===== src/rtl/ctrl_pkg.sv =====
// Shared types and encodings for the multi-cycle control sequencer.
// Opcode map, register-select codes and ALU flag bit positions.
package ctrl_pkg;

    typedef enum logic [2:0] {
        S_IDLE,
        S_FETCH,
        S_DECODE,
        S_EXECUTE,
        S_MEM,
        S_WRITEBACK,
        S_HALT,
        S_FAULT
    } state_t;

    localparam int unsigned OP_ALU_LO = 'h00;
    localparam int unsigned OP_ALU_HI = 'h0F;
    localparam int unsigned OP_LOAD   = 'h10;
    localparam int unsigned OP_STORE  = 'h11;
    localparam int unsigned OP_JMP    = 'h12;
    localparam int unsigned OP_BEQ    = 'h13;
    localparam int unsigned OP_NOP    = 'h14;
    localparam int unsigned OP_HALT   = 'h1F;

    localparam int unsigned ALU_MODE_BIT = 3;

    localparam int unsigned SEL_PC = 0;
    localparam int unsigned SEL_IR = 1;
    localparam int unsigned SEL_A  = 2;
    localparam int unsigned SEL_B  = 3;
    localparam int unsigned SEL_C  = 4;

    localparam int unsigned FLAG_Z = 0;
    localparam int unsigned FLAG_V = 1;
    localparam int unsigned FLAG_C = 2;
    localparam int unsigned FLAG_N = 3;

endpackage


===== src/rtl/wait_timer.sv =====
// Memory wait-state counter with synchronous clear and timeout detect.
// TIMEOUT of 0 never expires; the count saturates instead of wrapping.
module wait_timer #(
    parameter int TIMEOUT = 16
) (
    input  logic clk,
    input  logic rst_n,
    input  logic clr,
    input  logic inc,
    output logic expired
);

    localparam int CW = (TIMEOUT < 1) ? 1 : $clog2(TIMEOUT + 1);
    localparam logic [CW-1:0] CMAX = '1;

    logic [CW-1:0] count_q;
    logic [CW-1:0] count_d;

    always_comb begin
        count_d = count_q;
        if (clr) begin
            count_d = '0;
        end else if (inc && (count_q != CMAX)) begin
            count_d = count_q + CW'(1);
        end
    end

    always_ff @(posedge clk) begin
        if (!rst_n) begin
            count_q <= '0;
        end else begin
            count_q <= count_d;
        end
    end

    assign expired = (TIMEOUT != 0) && (count_q == CW'(TIMEOUT));

endmodule


===== src/rtl/control_sequencer.sv =====
// Multi-cycle CPU control FSM with memory handshake, wait-state
// timeout fault and retired-instruction counter.
module control_sequencer
    import ctrl_pkg::*;
#(
    parameter int OPCODE_SIZE = 5,
    parameter int LSEL_W      = 3,
    parameter int TIMEOUT     = 16,
    parameter int COUNT_W     = 16
) (
    input  logic                   clk,
    input  logic                   rst_n,
    input  logic                   enable,
    input  logic [OPCODE_SIZE-1:0] opcode,
    input  logic [3:0]             flags,
    input  logic [LSEL_W-1:0]      dest_sel,
    input  logic                   mem_ready,
    output logic                   rd_en_im,
    output logic                   rd_en_dm,
    output logic                   wr_en_dm,
    output logic                   inc_pc,
    output logic                   load_reg,
    output logic [LSEL_W-1:0]      load_select,
    output logic                   alu_mode,
    output logic                   mux_select_a,
    output logic                   mux_select_b,
    output logic                   busy,
    output logic                   halted,
    output logic                   fault,
    output logic [COUNT_W-1:0]     instr_count
);

    state_t state_q;
    state_t state_d;
    logic [COUNT_W-1:0] instr_count_q;
    logic [COUNT_W-1:0] instr_count_d;
    logic [3:0] flags_q;
    logic [3:0] flags_d;

    logic is_alu;
    logic is_load;
    logic is_store;
    logic is_jmp;
    logic is_beq;
    logic is_nop;
    logic is_halt;
    logic complete;
    logic tmr_clr;
    logic tmr_inc;
    logic expired;
    logic unused_flags;

    assign is_alu   = opcode <= OPCODE_SIZE'(OP_ALU_HI);
    assign is_load  = opcode == OPCODE_SIZE'(OP_LOAD);
    assign is_store = opcode == OPCODE_SIZE'(OP_STORE);
    assign is_jmp   = opcode == OPCODE_SIZE'(OP_JMP);
    assign is_beq   = opcode == OPCODE_SIZE'(OP_BEQ);
    assign is_nop   = opcode == OPCODE_SIZE'(OP_NOP);
    assign is_halt  = opcode == OPCODE_SIZE'(OP_HALT);

    // Only Z steers control today; N/C/V are latched for future branches.
    assign unused_flags = ^flags_q[3:1];

    always_comb begin
        state_d       = state_q;
        instr_count_d = instr_count_q;
        flags_d       = flags_q;
        complete      = 1'b0;
        rd_en_im      = 1'b0;
        rd_en_dm      = 1'b0;
        wr_en_dm      = 1'b0;
        inc_pc        = 1'b0;
        load_reg      = 1'b0;
        load_select   = '0;
        alu_mode      = 1'b0;
        mux_select_a  = 1'b0;
        mux_select_b  = 1'b0;

        unique case (state_q)
            S_IDLE: begin
                if (enable) state_d = S_FETCH;
            end
            S_FETCH: begin
                rd_en_im = 1'b1;
                if (mem_ready) begin
                    load_reg    = 1'b1;
                    load_select = LSEL_W'(SEL_IR);
                    inc_pc      = 1'b1;
                    state_d     = S_DECODE;
                end else if (expired) begin
                    state_d = S_FAULT;
                end
            end
            S_DECODE: begin
                if (is_alu) begin
                    state_d = S_EXECUTE;
                end else if (is_load || is_store) begin
                    state_d = S_MEM;
                end else if (is_jmp) begin
                    state_d = S_WRITEBACK;
                end else if (is_beq) begin
                    if (flags_q[FLAG_Z]) state_d = S_WRITEBACK;
                    else complete = 1'b1;
                end else if (is_nop) begin
                    complete = 1'b1;
                end else if (is_halt) begin
                    state_d = S_HALT;
                end else begin
                    state_d = S_FAULT;
                end
            end
            S_EXECUTE: begin
                alu_mode     = opcode[ALU_MODE_BIT];
                mux_select_a = 1'b1;
                mux_select_b = 1'b1;
                flags_d      = flags;
                state_d      = S_WRITEBACK;
            end
            S_MEM: begin
                rd_en_dm = is_load;
                wr_en_dm = !is_load;
                if (mem_ready) begin
                    if (is_load) state_d = S_WRITEBACK;
                    else complete = 1'b1;
                end else if (expired) begin
                    state_d = S_FAULT;
                end
            end
            S_WRITEBACK: begin
                load_reg     = 1'b1;
                load_select  = (is_jmp || is_beq) ? LSEL_W'(SEL_PC) : dest_sel;
                mux_select_a = is_alu;
                complete     = 1'b1;
            end
            S_HALT: begin
            end
            S_FAULT: begin
            end
        endcase

        if (complete) begin
            instr_count_d = instr_count_q + COUNT_W'(1);
            state_d       = enable ? S_FETCH : S_IDLE;
        end
    end

    assign busy        = !(state_q inside {S_IDLE, S_HALT, S_FAULT});
    assign halted      = state_q == S_HALT;
    assign fault       = state_q == S_FAULT;
    assign instr_count = instr_count_q;

    assign tmr_clr = (state_d != state_q) &&
                     ((state_d == S_FETCH) || (state_d == S_MEM));
    assign tmr_inc = ((state_q == S_FETCH) || (state_q == S_MEM)) &&
                     !mem_ready;

    wait_timer #(
        .TIMEOUT(TIMEOUT)
    ) u_wait_timer (
        .clk    (clk),
        .rst_n  (rst_n),
        .clr    (tmr_clr),
        .inc    (tmr_inc),
        .expired(expired)
    );

    always_ff @(posedge clk) begin
        if (!rst_n) begin
            state_q       <= S_IDLE;
            instr_count_q <= '0;
            flags_q       <= '0;
        end else begin
            state_q       <= state_d;
            instr_count_q <= instr_count_d;
            flags_q       <= flags_d;
        end
    end

endmodule


===== config.mk =====
export PLATFORM = sky130hd
export DESIGN_NAME = control_sequencer
export DESIGN_NICKNAME = d
export VERILOG_FILES = /design/src/rtl/ctrl_pkg.sv /design/src/rtl/wait_timer.sv /design/src/rtl/control_sequencer.sv
export SDC_FILE = /design/constraint.sdc
export NUM_CORES = 1
export LEC_CHECK = 0
export ABC_CLOCK_PERIOD_IN_PS = 2640
export CORE_MARGIN = 2
export CORE_UTILIZATION = 47
export DETAILED_ROUTE_END_ITERATION = 8
export PLACE_DENSITY = 0.8
export SYNTH_ARGS = -nofsm -noshare
export SYNTH_HDL_FRONTEND = slang
export SYNTH_SLANG_ARGS = --single-unit

===== constraint.sdc =====
create_clock -name clk -period 2.64 [get_ports clk]
set_input_delay 0.528 -clock clk [delete_from_list [all_inputs] [get_ports clk]]
set_output_delay 0.528 -clock clk [all_outputs]
set_load 0.02 [all_outputs]

After elaboration in Yosys (flattened, before gate mapping)
Cells that the tools add are included.
Cells by class
  add/subtract/negate cells: 2
  order comparisons: 1
  equality and inequality tests: 18
  muxes and demuxes: 36
  bitwise gates (word level): 1
  reduce and logical (&&, ||, !) cells: 13
Operator list (count)
  3-bit two-way mux: 13
  5-bit == test, second input constant: 7
  1-bit two-way mux: 18
  16-bit by 1-bit adder with 16-bit output, second input constant: 1
  3-bit == test, second input constant: 5
  3-bit one-hot mux with 5 select lines: 1
  3-bit by 1-bit == test with 1-bit output, second input constant: 2
  3-bit by 2-bit == test with 1-bit output, second input constant: 2
  3-bit one-hot mux with 2 select lines: 1
  5-bit by 1-bit adder with 5-bit output, second input constant: 1
  5-bit by 4-bit less-or-equal comparator with 1-bit output, second input constant: 1
  5-bit inequality test, second input constant: 1
  1-bit logical OR: 4
  1-bit one-hot mux with 2 select lines: 2
  1-bit logical AND: 3
  1-bit logical NOT: 3
  3-bit logical NOT: 1
  3-bit inequality test: 1
  1-bit one-hot mux with 3 select lines: 1
  3-bit nonzero test: 1
  2-bit OR reduction: 1
  1-bit inverter: 1
Word-level totals
  register bits after elaboration: 25
  bits of input ports: 16
  output and inout port bits: 30
  logic and storage cells: 75

Longest topological paths before layout
Gate-level depths: netlist (run 1).
  depth in word-level cells: 13
  gate-level depth with buffers: 8
  gate-level depth less buffers: 8

Modules after synthesis
A second synthesis (run 1) with hierarchy kept.
Unflattened totals
  cells, all modules: 196
  area, all modules: 1585.3 sq um
By module, submodules not included
  control_sequencer: instances 1, cells an instance 166, area an instance 1316.3 sq um, sequential area each 400.4 sq um
  wait_timer: instances 1, cells an instance 30, area an instance 269.0 sq um, sequential area each 100.1 sq um

Least setup slack after synthesis (run 1)
OpenSTA, ideal clock, no wires.
  path type: register to register
  start: register state_q[1]
  end: register u_wait_timer.count_q[0]
  setup time: 127 ps
  arrival time: 2068 ps
  data required time: 2513 ps
  setup slack: 444 ps
  stages on the path, launching flop included: 8
  buffers on the path: 1
  clock period less this slack: 2196 ps
  cells stage by stage: dfxtp_1 -> buf_2 -> nor3b_1 -> and2_1 -> o22a_1 -> a31oi_1 -> a211oi_2 -> nor2_1
Between the ends
  word-level cells in the longest chain between the ends: 11
  elaborated cells on any way between the ends: 29
  those cells by class: eq/ne (8); mux (14); reduce/logical (7)
RTL lines
  start: declaration: RTL line control_sequencer.sv:33  | state_t state_q;
  start signal: assignment: RTL line control_sequencer.sv:173  | state_q <= state_d;
  3-bit two-way mux (on tied branches): RTL line control_sequencer.sv:104, control_sequencer.sv:102
  3-bit two-way mux: RTL line control_sequencer.sv:101  | end else if (is_beq) begin
  3-bit two-way mux: RTL line control_sequencer.sv:99  | end else if (is_jmp) begin
  3-bit two-way mux: RTL line control_sequencer.sv:97  | end else if (is_load || is_store) begin
  3-bit two-way mux: RTL line control_sequencer.sv:95  | if (is_alu) begin
  3-bit one-hot mux with 5 select lines: RTL line control_sequencer.sv:79  | unique case (state_q)
  3-bit two-way mux: RTL line control_sequencer.sv:141  | if (complete) begin
  3-bit by 1-bit == test with 1-bit output / 3-bit == test (equally long branches): RTL line control_sequencer.sv:153  | ((state_d == S_FETCH) || (state_d == S_MEM));
  1-bit logical OR: RTL line control_sequencer.sv:153
  1-bit logical AND: RTL line control_sequencer.sv:152  | assign tmr_clr = (state_d != state_q) &&
  2-bit OR reduction (no source line)
  end signal: assignment: RTL line wait_timer.sv:32  | count_q <= count_d;
  end: declaration: RTL line wait_timer.sv:16  | logic [CW-1:0] count_q;
Several ways; a longest one is shown, not always the timed one.
A chain may end at the register's enable or synchronous reset.

Final worst setup path (run 1)
  start: input opcode[4]
  end: output wr_en_dm
Between the ends
  word-level cells in the longest chain between the ends: 3
RTL lines
  start: declaration: RTL line control_sequencer.sv:14  | input logic [OPCODE_SIZE-1:0] opcode,
  5-bit == test: RTL line control_sequencer.sv:54  | assign is_load = opcode == OPCODE_SIZE'(OP_LOAD);
  1-bit logical NOT: RTL line control_sequencer.sv:121  | wr_en_dm = !is_load;
  1-bit two-way mux: RTL line control_sequencer.sv:79
  end: declaration: RTL line control_sequencer.sv:20  | output logic wr_en_dm,
No other way between the ends.

==> results by group, run 1 <==
Floorplanning
  – Core Rows: 20
  – Ports: 46
  – DIE AREA: 3796 um2
  – Starting density of the core: 0.5028
  – Die width: 61.62 um
  – Die Y: 61.62 um
  – Core area: 3103 um2

Logic synthesis
  – Multiplexer share of the synthesized area: 0.01925
  – Seq cells post-synth: 25
  – Fraction of registers with async set/reset: 0
  – Area share of fa/ha/maj cells after synthesis: 0.03208
  – Synthesized cell area: 1560 um2
  – Mean Syn Cell Area: 8.001 um2
  – Synth warnings: 0
  – Area share of and/or/nand/nor cells after synthesis: 0.3561
  – Largest family of logic cells by synthesized area: simple AND/OR/NAND/NOR gates
  – Leading area contributor after synthesis: dfxtp_1
  – Synth top area cells: dfxtp_1, nor2_1, xor2_1
  – Top FF cell, synth: dfxtp_1
  – Count leader, synth: nor2_1
  – Post-synth cell types: 43
  – Seq/Total Area, Yosys: 0.3208
  – XOR/XNOR Fraction of Synth Area: 0.07298
  – Post-synth EDFFs: 0
  – Top cell type's share of synthesized area: 0.3208
  – Syn nets: 215
  – Most common library cells after synthesis: nor2_1, dfxtp_1, nand2_1, a21oi_1, and2_1
  – Synth Instances: 195
  – Area fraction in compound gates after synthesis: 0.1628

Drt
  – WL met1: 1.833 mm
  – Number of DRC markers in iteration 0: 58
  – WL/cell: 13.12 um
  – Met3 wire len: 197 um
  – WL met2: 1.851 mm
  – DR DRC count: 0
  – Drt total wl: 3.910 mm
  – Routed vias: 1,612
  – Vias per inst: 5.409
  – First drt pass iteration count: 4
  – Top sig layer: met4
  – Post-DRT Antenna Nets: 0

Timing
  – Pin slew with the least headroom to its limit: 0.3898 ns
  – Unrepaired setup endpoints after global routing: false
  – Final period demand of the worst path: 2.567 ns
  – Final Hold Viols: 0
  – Sum Neg Setup Slack: 0 ns
  – Setup-failing EPs final: 0
  – Tcrit/Tclk final: 0.9725
  – Layout Skew: 0.02070 ns
  – Max-slew headroom: 0.7367
  – Setup WS post-layout: 0.07265 ns
  – Fin Hold WS: 0.5256 ns
  – Achievable Freq: 0.3895 GHz
  – Max Slew Vio Count: 0

Worst setup path
  – Critical-path cell list: clkdlybuf4s50_1 > nor3b_4 > nand2_1 > and2_1 > clkdlybuf4s50_1
  – Reg2reg start: state_q[1]
  – WS Path Type: in2out
  – Crit path max fanout: 3
  – Top cell by count, worst path: clkdlybuf4s50_1
  – Setup crit start kind: primary input
  – CP endpoint kind: output port
  – Arrival time worst endpoint: 2.04 ns
  – Slowest stage delay, CP: 0.53 ns
  – WP data required: 2.11 ns
  – Slowest cell on crit path: clkdlybuf4s50_1
  – CP startpoint: opcode[4]

Layout
  – Multi-input gate area: 1010 um2
  – Layout cells sized above 1: 0.1260
  – # fillers: 277
  – Register area: 505.5 um2
  – Synth-to-Final Area Change: 40.82%
  – Post-route design area: 2197 um2
  – Final Net Count: 275
  – Post-route insts no fill: 298
  – Final core occ: 0.7081
  – ANT cells: 0

Global routing
  – Global route overflow: 0
  – All-Layer GR Usage: 0.2162
  – Number of global-route vias before repair: 1,415
  – Initial antenna violation count: 0
  – First-pass GRT wire length: 6.106 mm
  – Largest net degree at the start of global routing: 16

Placed design
  – Worst slack at placement: -0.05802 ns
  – Placed cells: 294
  – I/O Buffers: 42
  – HPWL after DPL: 2.913 mm
  – Area post-placement: 2152 um2
  – Final Wtd Congestion: 0.8942

Clock tree
  – Worst skew pair latency: 0.33 ns
  – Sinks on Clock Net: 25
  – Clk buf depth: 2
  – Clk slew on worst S/H paths: 0.15 ns
  – Htree depth: 1
  – CTS Buf Count: 3
  – Hold buffers post-CTS: 0
  – CTS Root Cell: clkbuf_4
  – TritonCTS clock tree: yes

Job
  – Max cap viols: 0

Min path
  – Hold Startpoint: instr_count[11]
  – Class of the tightest hold or removal check: reg2reg

Power and ir drop
  – Power per Cell Area: 376.8 nW/um2
  – Pwr Total: 0.8279 mW
  – Peak VDD IR: 0.0002472 V
  – Static Leak: 0.8719 nW

Outcome
  – Outcome: finished clean
sequential cells by signal (all words and copies together), names as in the netlist:
name                  cells
instr_count              16
u_wait_timer.count_q      5
state_q                   3
flags_q                   1
power by group:
part | internal, mW | switching (mW)
clock | 0.0579 | 0.119
sequential | 0.388 | 0.0222
combinational | 0.125 | 0.115
cells by family after synthesis:
logic type,Yosys count
flops,25
compound gates,37
buf+inv,14
fa+ha+maj,4
simple gates,99
xor+xnor,13
mux,3
final cells by class:
type / count / area share
Clock buffer: 3 / 0.01025
Clock inverter: 1 / 0.003417
Inverter: 8 / 0.01367
Multi-Input combinational cell: 156 / 0.4596
Sequential cell: 25 / 0.2301
Tap cell: 44 / 0.02506
Timing Repair Buffer: 61 / 0.2580
layer usage:
metal | global-route usage | vias to the layer above
met2 | 0.3654 | 41
met1 | 0.2698 | 757
met3 | 0.04622 | 2
li1 | - | 812
met5 | 0 | -
met4 | 0.07903 | 0
cells in the final DEF (no fill, tap or decap), types with 2 or more instances in the layout:
master	count
nor2_1	29
dlygate4sd2_1	3
o21a_1	6
clkdlybuf4s50_1	36
a31oi_1	2
nor3_1	3
buf_4	19
nand4_1	4
nand2_1	13
and4bb_1	2
o21ai_0	5
a21oi_1	12
dfxtp_1	23
xor2_1	7
a211o_1	2
nor3b_1	5
and2_1	9
clkbuf_4	3
nor4_2	2
mux2i_1	3
ha_1	4
inv_1	8
xnor2_1	6
dlymetal6s2s_1	3
or3_1	5
nand3b_1	2
and3_1	5
a211oi_2	2
nand2b_1	2
nand3_1	6
nor2b_1	5
critical path: cells and delay by family:
| kind | cells | cell delay [ns] |
|---|---|---|
| buf+inv | 2 | 1.01 |
| simple gates | 3 | 0.50 |
what timing repair did:
action                                  CTS  global route
cloned                                    0             0
resized for setup                         5             5
setup buffers                             0             0
endpoints found under the setup margin    5             3
worst paths after layout:
kind | to | slack [ns] | cells past startpoint
setup / recovery | wr_en_dm | 0.07 | 5
hold / removal | instr_count[11] | 0.53 | 2
setup reg to reg | instr_count[6] | 0.63 | 8
hold reg to reg | instr_count[11] | 0.53 | 2
(Power assumes the default switching activity.)
==> run 2: changes to the inputs <==
--- a/config.mk
+++ b/config.mk
@@ -9,7 +9,8 @@
 export CORE_MARGIN = 2
 export CORE_UTILIZATION = 47
 export DETAILED_ROUTE_END_ITERATION = 8
-export PLACE_DENSITY = 0.8
+export PLACE_DENSITY = 0.79
 export SYNTH_ARGS = -nofsm -noshare
 export SYNTH_HDL_FRONTEND = slang
+export SYNTH_HIERARCHICAL = 1
 export SYNTH_SLANG_ARGS = --single-unit
==> results by group, run 2 <==
Logic synthesis
  – Synth Instances: 196 (+0.51%)
  – Seq/Total Area, Yosys: 0.3157 (-0.005063)
  – Leading area contributor after synthesis: dfxtp_1
  – Top cell type's share of synthesized area: 0.3157 (-0.005063)
  – Syn nets: 216 (+0.47%)
  – Fraction of registers with async set/reset: 0 (unchanged)
  – Synthesized cell area: 1585 um2 (+1.6%)
  – Post-synth EDFFs: 0 (unchanged)
  – Synth warnings: 6 (+6)
  – Mean Syn Cell Area: 8.088 um2 (+1.1%)
  – Most common library cells after synthesis: dfxtp_1, nand2_1, and2_1, xnor2_1
  – Seq cells post-synth: 25 (unchanged)
  – Post-synth cell types: 48 (+12%)
  – Synth top area cells: dfxtp_1, and2_1, xnor2_1
  – Top FF cell, synth: dfxtp_1
  – Count leader, synth: dfxtp_1

Drt
  – Number of DRC markers in iteration 0: 83 (+43%)
  – DR DRC count: 0 (unchanged)
  – Vias per inst: 5.251 (-2.9%)
  – Routed vias: 1,591 (-1.3%)
  – WL/cell: 12.43 um (-5.3%)
  – Drt total wl: 3.766 mm (-3.7%)
  – First drt pass iteration count: 4 (unchanged)
  – Post-DRT Antenna Nets: 0 (unchanged)

Global routing
  – First-pass GRT wire length: 5.720 mm (-6.3%)
  – Global route overflow: 0 (unchanged)
  – All-Layer GR Usage: 0.1951 (-0.02113)
  – Largest net degree at the start of global routing: 22 (+6)
  – Initial antenna violation count: 0 (unchanged)
  – Number of global-route vias before repair: 1,338 (-5.4%)

Worst setup path
  – R2R cell count: 12 (+4)
  – CP endpoint kind: register
  – Crit path max fanout: 9 (+6)
  – Critical-path cell list: clkdlybuf4s50_1 > buf_4 > nand2b_1 > a2111oi_4 > or3_1 > buf_4 > a211o_1 > a311oi_1 > nand2b_4 > a21oi_1
  – WP data required: 2.86 ns (+0.75 ns)
  – Setup crit start kind: primary input
  – Top cell by count, worst path: buf_4
  – WS Path Type: in2reg
  – Slowest stage delay, CP: 0.55 ns (+0.02 ns)
  – Slowest cell on crit path: clkdlybuf4s50_1
  – Arrival time worst endpoint: 2.77 ns (+0.73 ns)

Layout
  – Synth-to-Final Area Change: 42.86%
  – Final Net Count: 278 (+1.1%)
  – Most frequent cells in the layout: clkdlybuf4s50_1, dfxtp_1, buf_4
  – Most common cell after layout, fill and taps aside: clkdlybuf4s50_1
  – # fillers: 274 (-1.1%)
  – ANT cells: 0 (unchanged)
  – Layout cells sized above 1: 0.1595 (+0.03355)
  – Post-route insts no fill: 303 (+1.7%)
  – Max FFs per register: 16 (unchanged)

Clock tree
  – TritonCTS clock tree: yes
  – CTS Buf Count: 3 (unchanged)
  – Htree depth: 1 (unchanged)
  – Sinks on Clock Net: 25 (unchanged)
  – Hold buffers post-CTS: 0 (unchanged)
  – Clk slew on worst S/H paths: 0.13 ns (-0.02 ns)
  – Clk buf depth: 2 (unchanged)
  – CTS Root Cell: clkbuf_4
  – Worst skew pair latency: 0.32 ns (about the same)

Timing
  – Sum Neg Setup Slack: 0 ns (unchanged)
  – Tcrit/Tclk final: 0.9682 (-0.004291)
  – Achievable Freq: 0.3912 GHz (+0.44%)
  – Final Hold Viols: 0 (unchanged)
  – Layout Skew: 0.005011 ns (-0.01569 ns)
  – Setup-failing EPs final: 0 (unchanged)
  – Final period demand of the worst path: 2.556 ns (-0.01133 ns)
  – Max-slew headroom: 0.5531 (-0.1836)
  – Max Slew Vio Count: 0 (unchanged)
  – Pin slew with the least headroom to its limit: 0.6682 ns (+0.2784 ns)

Floorplanning
  – Starting density of the core: 0.4827 (-0.02016)
  – Die Y: 62.08 um (+0.75%)
  – Ports: 46 (unchanged)
  – Core area: 3284 um2 (+5.8%)
  – DIE AREA: 3853 um2 (+1.5%)
  – Die width: 62.08 um (+0.75%)
  – Core Rows: 21 (+5.0%)

Placed design
  – Placed cells: 299 (+1.7%)
  – I/O Buffers: 42 (unchanged)
  – HPWL after DPL: 2.797 mm (-4.0%)
  – Final Wtd Congestion: 0.8702 (-2.7%)

Power and ir drop
  – Power per Cell Area: 459.0 nW/um2 (+22%)
  – Pwr Total: 1.039 mW (+26%)
  – Static Leak: 0.9024 nW (+3.5%)
  – Peak VDD IR: 0.0003179 V (+29%)

Outcome
  – Outcome: finished clean

Job
  – Max cap viols: 0 (unchanged)

Min path
  – Hold path depth: 2 (unchanged)
  – Class of the tightest hold or removal check: reg2reg
-- run 2: changes by cell type after synthesis, sizes merged, moves of 4 or more --
cell,before,now
nor3b,6,2
and2,10,14
xor2,7,3
nand2,13,23
xnor2,6,10
nor2,29,9
o21a,6,1
a21boi,1,7
-- run 2: final timing paths --
path,from,to,slack [ns]
max reg2reg,u_wait_timer/count_q[0],u_wait_timer/count_q[3],0.19
max,opcode[3],u_wait_timer/count_q[3],0.08
min,u_wait_timer/count_q[4],u_wait_timer/count_q[4],0.49
min reg2reg,u_wait_timer/count_q[4],u_wait_timer/count_q[4],0.49
-- run 2: logic make-up after synthesis --
| kind of cell | Yosys count | synth area share |
|---|---|---|
| buf+inv | 14 | 0.04341 |
| compound gates | 39 | 0.1642 |
| xor+xnor | 13 | 0.07182 |
| flops | 25 | 0.3157 |
| mux | 1 | 0.006314 |
| fa+ha+maj | 4 | 0.03157 |
| simple gates | 100 | 0.3670 |
-- run 2: metrics by stage --
stage / setup slack, ns / instance area [um2] / hold slack [ns] / utilization
after floorplan: 0.2176 / 1585 / 0.4485 / -
after global placement: -0.2943 / 2193 / 0.4642 / 0.6678
after detailed placement: -0.2892 / 2193 / 0.4750 / 0.6678
after CTS: 0.01938 / 2227 / 0.4936 / 0.6781
after global routing: -0.02805 / 2265 / 0.5146 / 0.6895
final: 0.08398 / 2265 / 0.4880 / 0.6895
-- run 2: area by class of cell --
type / count / area [um2] / share of cell area
clock buffer: 3 / 22.52 / 0.009945
multi-input combinational: 157 / 1062 / 0.4691
sequential: 25 / 501.7 / 0.2215
clock inverter: 1 / 5.005 / 0.002210
inverter: 5 / 18.77 / 0.008287
tap: 46 / 57.56 / 0.02541
timing repair buffer: 66 / 596.8 / 0.2635
-- run 2: layer usage --
metal | routed length (um) | share of wire | track usage
met4 | 19 | 0.0050 | 0.03647
met2 | 1852 | 0.49 | 0.3333
met3 | 173 | 0.046 | 0.03313
met1 | 1721 | 0.46 | 0.2594
met5 | 0 | 0 | 0
-- run 2: power breakdown --
group	switching (mW)	internal, mW	leakage, nW
sequential	0.0270	0.395	0.202
combinational	0.221	0.227	0.683
clock	0.112	0.0567	0.0177
total	0.360	0.679	0.902
-- run 2: timing repair --
action / CTS / global route
pin swaps: 0 / 2
hold endpoints to repair: 0 / 0
gates cloned: 0 / 0
endpoints found under the setup margin: 6 / 13
gates resized for setup: 8 / 8
setup buffers: 0 / 0
-- run 2: worst max-delay path: cells and delay by family --
| family | cells | cell delay [ns] |
|---|---|---|
| buf+inv | 3 | 0.88 |
| simple gates | 3 | 0.70 |
| compound gates | 4 | 0.67 |
